<file path="config.mk">
export PLATFORM = sky130hd
export DESIGN_NAME = ser_frame_tx
export DESIGN_NICKNAME = d
export VERILOG_FILES = /design/src/rtl/ser_frame_tx.sv
export SDC_FILE = /design/constraint.sdc
export NUM_CORES = 1
export LEC_CHECK = 0
export CAP_MARGIN = 40
export CORE_AREA = 2 2 64 66
export CTS_BUF_LIST = sky130_fd_sc_hd__clkbuf_16
export CTS_CLUSTER_DIAMETER = 200
export CTS_CLUSTER_SIZE = 8
export DETAILED_ROUTE_END_ITERATION = 16
export DIE_AREA = 0 0 66 68
export MAX_ROUTING_LAYER = met4
export PLACE_DENSITY = 0.82
export RECOVER_POWER = 25
export REMOVE_ABC_BUFFERS = 1
export SLEW_MARGIN = 0
export SYNTH_ARGS = -nofsm -noshare
export SYNTH_HDL_FRONTEND = slang
export SYNTH_SLANG_ARGS = --single-unit
</file>
<file path="constraint.sdc">
create_clock -name clk -period 2.7 [get_ports clk]
set_clock_uncertainty 0.05 [all_clocks]
set_input_delay 0.675 -clock clk [delete_from_list [all_inputs] [get_ports clk]]
set_output_delay 0.675 -clock clk [all_outputs]
set_load 0.01 [all_outputs]
</file>
<file path="src/rtl/ser_frame_tx.sv">
`default_nettype none
// +----------------------------------------------------------------------------+
// | ser_frame_tx : serial frame generator (start, port, length, data) feeding |
// | the port demux SerIn line; optional TX_PARITY_EN adds an even parity bit. |
// | Revision 1.0                                                               |
// +----------------------------------------------------------------------------+
module ser_frame_tx #(
  parameter int CNT_W  = 4,
  parameter int DATA_W = 15
) (
  input  logic              clk,
  input  logic              rst,
  input  logic              Clk_EN,
  input  logic              start,
  input  logic [1:0]        port_in,
  input  logic [CNT_W-1:0]  len_in,
  input  logic [DATA_W-1:0] data_in,
  output logic              ready,
  output logic              busy,
  output logic              SerOut,
  output logic              done
);

  typedef enum logic [2:0] {
    S_IDLE  = 3'd0,
    S_START = 3'd1,
    S_PORT  = 3'd2,
    S_LEN   = 3'd3,
    S_DATA  = 3'd4,
    S_PAR   = 3'd5
  } state_t;

  localparam logic [CNT_W-1:0]  c_one     = CNT_W'(1);
  localparam logic [CNT_W-1:0]  c_len_top = CNT_W'(CNT_W - 1);
  localparam logic [CNT_W-1:0]  c_len_lsb = CNT_W'(1);
  localparam logic [DATA_W-1:0] c_dat_lsb = DATA_W'(1);

  state_t              r_state;
  logic [1:0]          r_port;
  logic [CNT_W-1:0]    r_len;
  logic [CNT_W-1:0]    r_cnt;
  logic [DATA_W-1:0]   r_data;
  logic                r_ser;
  logic                r_ready;
  logic                r_done;
`ifdef TX_PARITY_EN
  logic                r_par;
`endif

  // r_cnt counts the bits still to follow the one currently on the line.
  logic [CNT_W-1:0]  w_idx;
  logic [CNT_W-1:0]  w_len_sh;
  logic [DATA_W-1:0] w_dat_sh;
  logic [DATA_W-1:0] w_first_sh;
  logic              w_len_bit;
  logic              w_dat_bit;
  logic              w_first_bit;

  assign w_idx       = r_cnt - c_one;
  assign w_len_sh    = r_len >> w_idx;
  assign w_dat_sh    = r_data >> w_idx;
  assign w_first_sh  = r_data >> (r_len - c_one);
  assign w_len_bit   = |(w_len_sh & c_len_lsb);
  assign w_dat_bit   = |(w_dat_sh & c_dat_lsb);
  assign w_first_bit = |(w_first_sh & c_dat_lsb);

  always_ff @(posedge clk or posedge rst) begin
    if (rst) begin
      r_state <= S_IDLE;
      r_ser   <= 1'b1;
      r_ready <= 1'b1;
      r_done  <= 1'b0;
      r_cnt   <= '0;
      r_port  <= '0;
      r_len   <= '0;
      r_data  <= '0;
`ifdef TX_PARITY_EN
      r_par   <= 1'b0;
`endif
    end else begin
      r_done <= 1'b0;
      if (Clk_EN) begin
        case (r_state)
          S_IDLE: begin
            if (start) begin
              r_port  <= port_in;
              r_len   <= len_in;
              r_data  <= data_in;
              r_ser   <= 1'b0;
              r_ready <= 1'b0;
              r_state <= S_START;
`ifdef TX_PARITY_EN
              r_par   <= 1'b0;
`endif
            end
          end
          S_START: begin
            r_ser   <= r_port[1];
            r_cnt   <= c_one;
            r_state <= S_PORT;
          end
          S_PORT: begin
            if (r_cnt != '0) begin
              r_ser <= r_port[0];
              r_cnt <= '0;
            end else begin
              r_ser   <= r_len[CNT_W-1];
              r_cnt   <= c_len_top;
              r_state <= S_LEN;
            end
          end
          S_LEN: begin
            if (r_cnt != '0) begin
              r_ser <= w_len_bit;
              r_cnt <= w_idx;
            end else if (r_len != '0) begin
              r_ser   <= w_first_bit;
              r_cnt   <= r_len - c_one;
              r_state <= S_DATA;
`ifdef TX_PARITY_EN
              r_par   <= w_first_bit;
`endif
            end else begin
`ifdef TX_PARITY_EN
              r_ser   <= 1'b0;
              r_state <= S_PAR;
`else
              r_ser   <= 1'b1;
              r_done  <= 1'b1;
              r_ready <= 1'b1;
              r_state <= S_IDLE;
`endif
            end
          end
          S_DATA: begin
            if (r_cnt != '0) begin
              r_ser <= w_dat_bit;
              r_cnt <= w_idx;
`ifdef TX_PARITY_EN
              r_par <= r_par ^ w_dat_bit;
`endif
            end else begin
`ifdef TX_PARITY_EN
              r_ser   <= r_par;
              r_state <= S_PAR;
`else
              r_ser   <= 1'b1;
              r_done  <= 1'b1;
              r_ready <= 1'b1;
              r_state <= S_IDLE;
`endif
            end
          end
          S_PAR: begin
            r_ser   <= 1'b1;
            r_done  <= 1'b1;
            r_ready <= 1'b1;
            r_state <= S_IDLE;
          end
          default: begin
            r_ser   <= 1'b1;
            r_ready <= 1'b1;
            r_cnt   <= '0;
            r_state <= S_IDLE;
          end
        endcase
      end
    end
  end

  assign ready  = r_ready;
  assign busy   = ~r_ready;
  assign SerOut = r_ser;
  assign done   = r_done;

endmodule
`default_nettype wire
</file>
==> parameters.txt, run 1 <==
Parameter                              Value

Timing
  Slew HR    0.4907
  Period minus WS final    2299 ps
  Highest clock rate    435.0 MHz
  Post-route clock period utilization    0.8514
  Actual transition at the worst max-transition pin    764.0 ps
  RSZ-0062 raised after global routing    false
  Setup violations, final    0
  Sum of negative setup slack    0 ps
  Number of slew-limit violations in the final report    0
  Hold Violations, Final    0

Finish
  # nets final    236
  Area Growth Syn to Fin    26.71%
  Sequential cell area in the final layout    778.2 um2
  N_diodes    0
  Commonest non-fill, non-tap cell in the layout    sky130_fd_sc_hd__dfrtp_1
  Multi-input combinational cell area    979.7 um2
  Fill cell total of the finished layout    roughly 340
  Utilization after layout    0.6080
  Most frequent cells in the layout    sky130_fd_sc_hd__dfrtp_1, sky130_fd_sc_hd__clkdlybuf4s50_1, sky130_fd_sc_hd__mux2_2
  Fraction of final layout cells with drive strength greater than 1    0.2048

Yosys
  Post-synthesis cell type with the largest combined area    sky130_fd_sc_hd__dfrtp_1
  Top flip-flop cell by instance count after synthesis    sky130_fd_sc_hd__dfrtp_1
  Biggest area contributors in the synthesized netlist    sky130_fd_sc_hd__dfrtp_1, sky130_fd_sc_hd__mux2_2, sky130_fd_sc_hd__mux4_2, sky130_fd_sc_hd__a21oi_1, sky130_fd_sc_hd__dfstp_2
  Sequential fraction of the synthesis area    0.4206
  #FFs+latches synth    31
  Share of flip-flops with an asynchronous set or reset after synthesis    1.000
  Instance count of the mapped netlist    177
  Post-synthesis cell area    about 1900 um2
  Average cell area after synthesis    ~10 um2
  Number of warnings issued by yosys    0
  Count of flip-flops with a built-in enable after synthesis    0
  Top-area cell type share of the netlist area    0.3922
  Number of unique standard cell types used by synthesis    40

Die
  Total number of placement rows    23
  CORE AREA    3856 um2
  Number of top-level design ports    29
  Effective utilization at floorplan    0.4799
  Die X-Extent    about 66 um
  DIE HEIGHT    68 um
  DIE AREA    4488 um2

Clock network
  Maximum level of the CTS H-tree    2
  Clock slew seen by the registers of the worst setup and hold paths    about 50 ps
  TritonCTS clock tree    yes
  Hold-fix buffers, CTS    0
  Max Root-Sink Buffers    2
  Clock sinks    31
  Post-CTS Setup Repair Bufs    0
  CTS Buf Count    5
  Master cell of the clock root buffer    sky130_fd_sc_hd__clkbuf_16
  Clock insertion delay at the later pin of the skew report    approximately 270 ps
  Post-cts repair resize count    0

Detailed routing
  Final routed wire length divided by cell count    about 15 um
  Number of vias per cell    5.715
  Via Count    1486
  Drc violations    0
  Number of detailed-route iterations in the first pass    4
  Drt first-iter violations    116
  Antenna-violating nets left    0
  Final wirelength    between 3000 and 4000 um

Setup path
  Required time of the critical path    2850 ps
  Nature of the critical path endpoint    flip-flop
  Top fanout value on the critical path    7
  Category of the critical setup timing path    reg2reg
  Peak per-stage delay on the critical path    540 ps
  Series of cell instances along the critical path    inv_1 -> ha_1 -> inv_1 -> mux4_2 -> nand3_1 -> nand4_1 -> o221ai_1 -> nand3_1
  Arrival time at the worst endpoint    between 2000 and 2500 ps
  Cell family with most CP delay    multiplexers
  Setup crit start kind    flip-flop
  Buffer and inverter count on the worst path    2
  Crit path max-delay cell type    sky130_fd_sc_hd__mux4_2

Power and ir drop
  Total leakage power    0.9618 nW
  VDD IR max    around 770 uV
  Total power divided by cell area    1320 nW/um2

Status
  Run status    finished clean

GRT
  Largest net degree at the start of global routing    32
  Global-route wire length before repair    6534 um
  Number of global-route vias before repair    1398
  Aggregate global routing overflow    0
  Overall global routing resource usage    0.1990
  Antenna violations before repair    0

Placement
  Final weighted congestion of routability-driven global placement    0.8992
  Post-detailed-placement half-perimeter wirelength    between 2000 and 3000 um
  PortBufs    28

Job
  MaxCap Viol Count    0

Min path
  Type of the tightest min-delay check    reg2reg
==> metrics by stage <==
step                      instances  setup slack [ps]  power (mW)  cell area, um2  hold WS [ps]
after floorplan                 168             311.2       2.039            1795         430.5
after global placement          252             339.8       2.415            2183         445.2
after detailed placement        252             366.6       2.458            2183         458.1
after CTS                       260             402.4       3.100            2347         469.7
after global routing            260             147.4       3.342            2345         481.9
final                           260             401.3       3.096            2345         463.2
==> sequential cells by signal, summed over array words and instances, names as in the netlist <==
signal	cells
r_len	4
r_data	15
ready	1
done	1
r_cnt	4
r_port	2
SerOut	1
r_state	3
==> Yosys cell counts, types with 3 or more instances <==
cell / count
sky130_fd_sc_hd__dfrtp_1: 29
sky130_fd_sc_hd__mux2_2: 19
sky130_fd_sc_hd__nand2_1: 14
sky130_fd_sc_hd__nor2_1: 13
sky130_fd_sc_hd__a21oi_1: 12
sky130_fd_sc_hd__inv_1: 10
sky130_fd_sc_hd__o21ai_0: 10
sky130_fd_sc_hd__mux4_2: 7
sky130_fd_sc_hd__nor3_1: 6
sky130_fd_sc_hd__nand3_1: 4
sky130_fd_sc_hd__o221ai_1: 4
sky130_fd_sc_hd__buf_4: 3
sky130_fd_sc_hd__clkbuf_1: 3
sky130_fd_sc_hd__mux2i_1: 3
sky130_fd_sc_hd__o22ai_1: 3
==> final cells by class <==
class,instances,share of cell area
Timing Repair Buffer,34,0.1377
Inverter,10,0.01601
Sequential cell,31,0.3319
Clock buffer,5,0.05336
Multi-Input combinational cell,127,0.4178
Clock inverter,3,0.01654
Tap cell,50,0.02668
==> per-layer routing <==
layer  up-vias  wire length [um]  GRT usage
met5         -                 0          -
met3         9               201    0.04770
li1        714                 -          -
met2        61              1888     0.3106
met4         0                64    0.06122
met1       702              1758     0.2604
==> kinds of logic after synthesis <==
logic type | synth area share
simple gates | 0.1305
compound gates | 0.1454
flops | 0.4206
mux | 0.2170
buf+inv | 0.05003
xor+xnor | 0.02299
fa+ha+maj | 0.01352
==> worst paths after layout <==
kind	start	end	slack [ps]	cells after the start
worst max register to register	r_cnt[0]$_DFFE_PP0P_	SerOut$_DFFE_PP1P_	400	8
min in group asynchronous	rst	r_data[1]$_DFFE_PP0P_	1010	3
worst min register to register	r_port[1]$_DFFE_PP0P_	r_port[1]$_DFFE_PP0P_	460	1
worst max-delay path	r_cnt[0]$_DFFE_PP0P_	SerOut$_DFFE_PP1P_	400	8
max in group asynchronous	rst	r_port[0]$_DFFE_PP0P_	1110	3
worst min-delay path	r_port[1]$_DFFE_PP0P_	r_port[1]$_DFFE_PP0P_	460	1
==> report_power, final <==
part | internal [mW] | leakage [nW] | switching (mW)
Clock | 0.429 | 0.0812 | 0.190
Sequential | 0.699 | 0.377 | 0.255
Combinational | 0.795 | 0.503 | 0.728
(Power assumes the default switching activity.)
==> run 2: changes to the inputs <==
- SLEW_MARGIN: 0 -> unset
==> results of run 2 <==
No change in the layout: final DEF, timing and power equal those of run 1.
==> run 3: changes to the inputs <==
- GPL_TIMING_DRIVEN: unset -> 0
==> parameters.txt, run 3 (synthesis results as in run 1) <==
Parameter                              Value

Placement
  PortBufs    28 (unchanged)
  Post-detailed-placement half-perimeter wirelength    2946 um (+3.4%)
  Post-DP Area    2183 um2 (unchanged)
  Final weighted congestion of routability-driven global placement    0.9480 (+5.4%)
  Cell Count Post-Placement    248 (-1.6%)
  Worst-case setup slack after placement    86.31 ps (-280.3 ps)

Clock network
  Maximum level of the CTS H-tree    2 (unchanged)
  Master cell of the clock root buffer    sky130_fd_sc_hd__clkbuf_16
  TritonCTS clock tree    yes
  Post-CTS Setup Repair Bufs    0 (unchanged)
  Post-cts repair resize count    0 (unchanged)
  Max Root-Sink Buffers    2 (unchanged)
  Clock sinks    31 (unchanged)
  Clock slew seen by the registers of the worst setup and hold paths    50 ps (about the same)
  CTS Buf Count    5 (unchanged)
  Hold-fix buffers, CTS    0 (unchanged)
  Clock insertion delay at the later pin of the skew report    280 ps (about the same)

Min path
  Type of the tightest min-delay check    reg2reg
  Cells on Worst Hold Path    1 (unchanged)

Finish
  Max reg flops    15 (unchanged)
  Fraction of final layout cells with drive strength greater than 1    0.1893 (-0.01544)
  Registers with the most flip-flops    r_data x15, r_cnt x4, r_len x4
  Most flops, register    r_data
  Fill cell total of the finished layout    339 (-0.59%)
  N_diodes    0 (unchanged)
  Area Growth Syn to Fin    24.34%
  Number of non-filler instances in the completed layout    256 (-1.5%)
  Most frequent cells in the layout    sky130_fd_sc_hd__dfrtp_1, sky130_fd_sc_hd__clkdlybuf4s50_1, sky130_fd_sc_hd__mux2_2
  Final cell area excluding filler cells    2301 um2 (-1.9%)
  # nets final    232 (-1.7%)
  Utilization after layout    0.5967 (-0.01136)
  Commonest non-fill, non-tap cell in the layout    sky130_fd_sc_hd__dfrtp_1

GRT
  Antenna violations before repair    0 (unchanged)
  Global routing usage on met1    0.2436 (-0.01672)
  Global-route track usage on met2    0.3598 (+0.04924)
  Largest net degree at the start of global routing    21 (-34%)
  Aggregate global routing overflow    0 (unchanged)
  Routing layer with the top usage in global route    met2
  Overall global routing resource usage    0.2105 (+0.01148)
  Number of global-route vias before repair    1503 (+7.5%)
  Met3 track demand over resource in global routing    0.04605 (-0.001645)
  Global-route wire length before repair    6858 um (+5.0%)

Setup path
  Crit. Startpoint    r_cnt[0]$_DFFE_PP0P_
  Category of the critical setup timing path    reg2reg
  Setup slack of the worst register-to-register path    210 ps (-200 ps)
  Critical path capture point    SerOut$_DFFE_PP1P_
  Worst r2r src    r_cnt[0]$_DFFE_PP0P_
  Setup crit start kind    flip-flop
  Top fanout value on the critical path    7 (unchanged)
  Worst R2R Path Depth    8 (unchanged)
  Series of cell instances along the critical path    inv_1 -> ha_1 -> inv_1 -> mux4_2 -> nand3_1 -> nand4_1 -> o221ai_1 -> nand3_1
  Total number of cells along the worst setup path    8 (unchanged)
  Required time of the critical path    2840 ps (about the same)
  Arrival time at the worst endpoint    2640 ps (+200 ps)
  Cell family with most CP delay    multiplexers
  Nature of the critical path endpoint    flip-flop
  Buffer and inverter count on the worst path    2 (unchanged)
  Peak per-stage delay on the critical path    540 ps (about the same)
  Worst r2r dst    SerOut$_DFFE_PP1P_
  Crit path max-delay cell type    sky130_fd_sc_hd__mux4_2

Timing
  Period minus WS final    2495 ps (+195.9 ps)
  Actual transition at the worst max-transition pin    939.2 ps (+175.2 ps)
  Setup violations, final    0 (unchanged)
  Slew HR    0.3739 (-0.1168)
  Sum of negative setup slack    0 ps (unchanged)
  Number of slew-limit violations in the final report    0 (unchanged)
  Highest clock rate    400.9 MHz (-7.9%)
  Final Hold Slack    462.2 ps (-0.9870 ps)
  RSZ-0062 raised after global routing    false
  Hold Violations, Final    0 (unchanged)
  Min setup slack post-route    205.4 ps (-195.9 ps)
  Post-route clock period utilization    0.9239 (+0.07254)

Detailed routing
  Drc violations    0 (unchanged)
  Final routed wire length divided by cell count    15.43 um (+2.5%)
  Antenna-violating nets left    0 (unchanged)
  Number of detailed-route iterations in the first pass    4 (unchanged)
  Final wirelength    3950 um (+0.97%)
  Drt first-iter violations    90 (-22%)
  Via Count    1510 (+1.6%)
  Number of vias per cell    5.898 (+3.2%)

Power and ir drop
  Switching fraction of total power    0.3975 (+0.01871)
  Relative contribution of sequential cells to total power    0.328 (+0.020)
  Final total power    2.982 mW (-3.7%)
  Total power divided by cell area    1296 nW/um2 (-1.8%)
  Fraction of power consumed by the clock network    0.179 (-0.021)
  VDD IR max    607.3 uV (-22%)
  Net switching power figure    1.186 mW (+1.1%)
  Comb power frac    0.493 (about the same)
  Cell-internal power    1.797 mW (-6.6%)
  Total leakage power    0.9309 nW (-3.2%)

Die
  DIE AREA    4488 um2 (unchanged)
  Total number of placement rows    23 (unchanged)
  Number of top-level design ports    29 (unchanged)
  CORE AREA    3856 um2 (unchanged)
  Effective utilization at floorplan    0.4799 (unchanged)
  Die X-Extent    66 um (unchanged)
  DIE HEIGHT    68 um (unchanged)

Job
  MaxCap Viol Count    0 (unchanged)

Status
  Run status    finished clean
==> run 3: cell count changes in the layout (fill, tap and decap cells not counted), sizes merged <==
cell      delta
buf          -4
clkinv       -1
bufinv       -1
inv          +1
clkinvlp     +1
==> run 3: layout make-up <==
class,instances,area [um2],share of cell area
Clock buffer,5,125.1,0.05438
Multi-Input combinational cell,127,982.2,0.4269
Inverter,10,37.54,0.01631
Timing Repair Buffer,30,299.0,0.1300
Sequential cell,31,778.2,0.3382
Clock inverter,3,16.27,0.007069
Tap cell,50,62.56,0.02719
==> run 3: power groups by stage <==
stage | clock network (mW) | registers, mW | logic [mW]
after floorplan | 0 | 0.898 | 1.14
after detailed placement | 0 | 0.979 | 1.46
after CTS | 0.543 | 0.977 | 1.47
after global placement | 0 | 0.962 | 1.41
after global routing | 0.556 | 1.02 | 1.63
final | 0.534 | 0.980 | 1.47
==> run 3: worst min path at each step <==
| stage | start | endpoint | slack, ps |
|---|---|---|---|
| 5_1_grt | r_port[0]$_DFFE_PP0P_ | r_port[0]$_DFFE_PP0P_ | 480 |
| 3_5_place_dp | r_port[0]$_DFFE_PP0P_ | r_port[0]$_DFFE_PP0P_ | 450 |
| 2_1_floorplan | r_port[0]$_DFFE_PP0P_ | r_port[0]$_DFFE_PP0P_ | 430 |
| 6_report | r_port[0]$_DFFE_PP0P_ | r_port[0]$_DFFE_PP0P_ | 460 |
| 3_3_place_gp | r_port[0]$_DFFE_PP0P_ | r_port[0]$_DFFE_PP0P_ | 450 |
| 4_1_cts | r_port[0]$_DFFE_PP0P_ | r_port[0]$_DFFE_PP0P_ | 460 |
==> run 3: metal layers <==
metal	vias up	wire length, um	share of wire
met5	-	0	0
met4	0	82	0.021
met3	9	241	0.061
met2	61	2045	0.52
met1	736	1580	0.40
li1	704	-	-
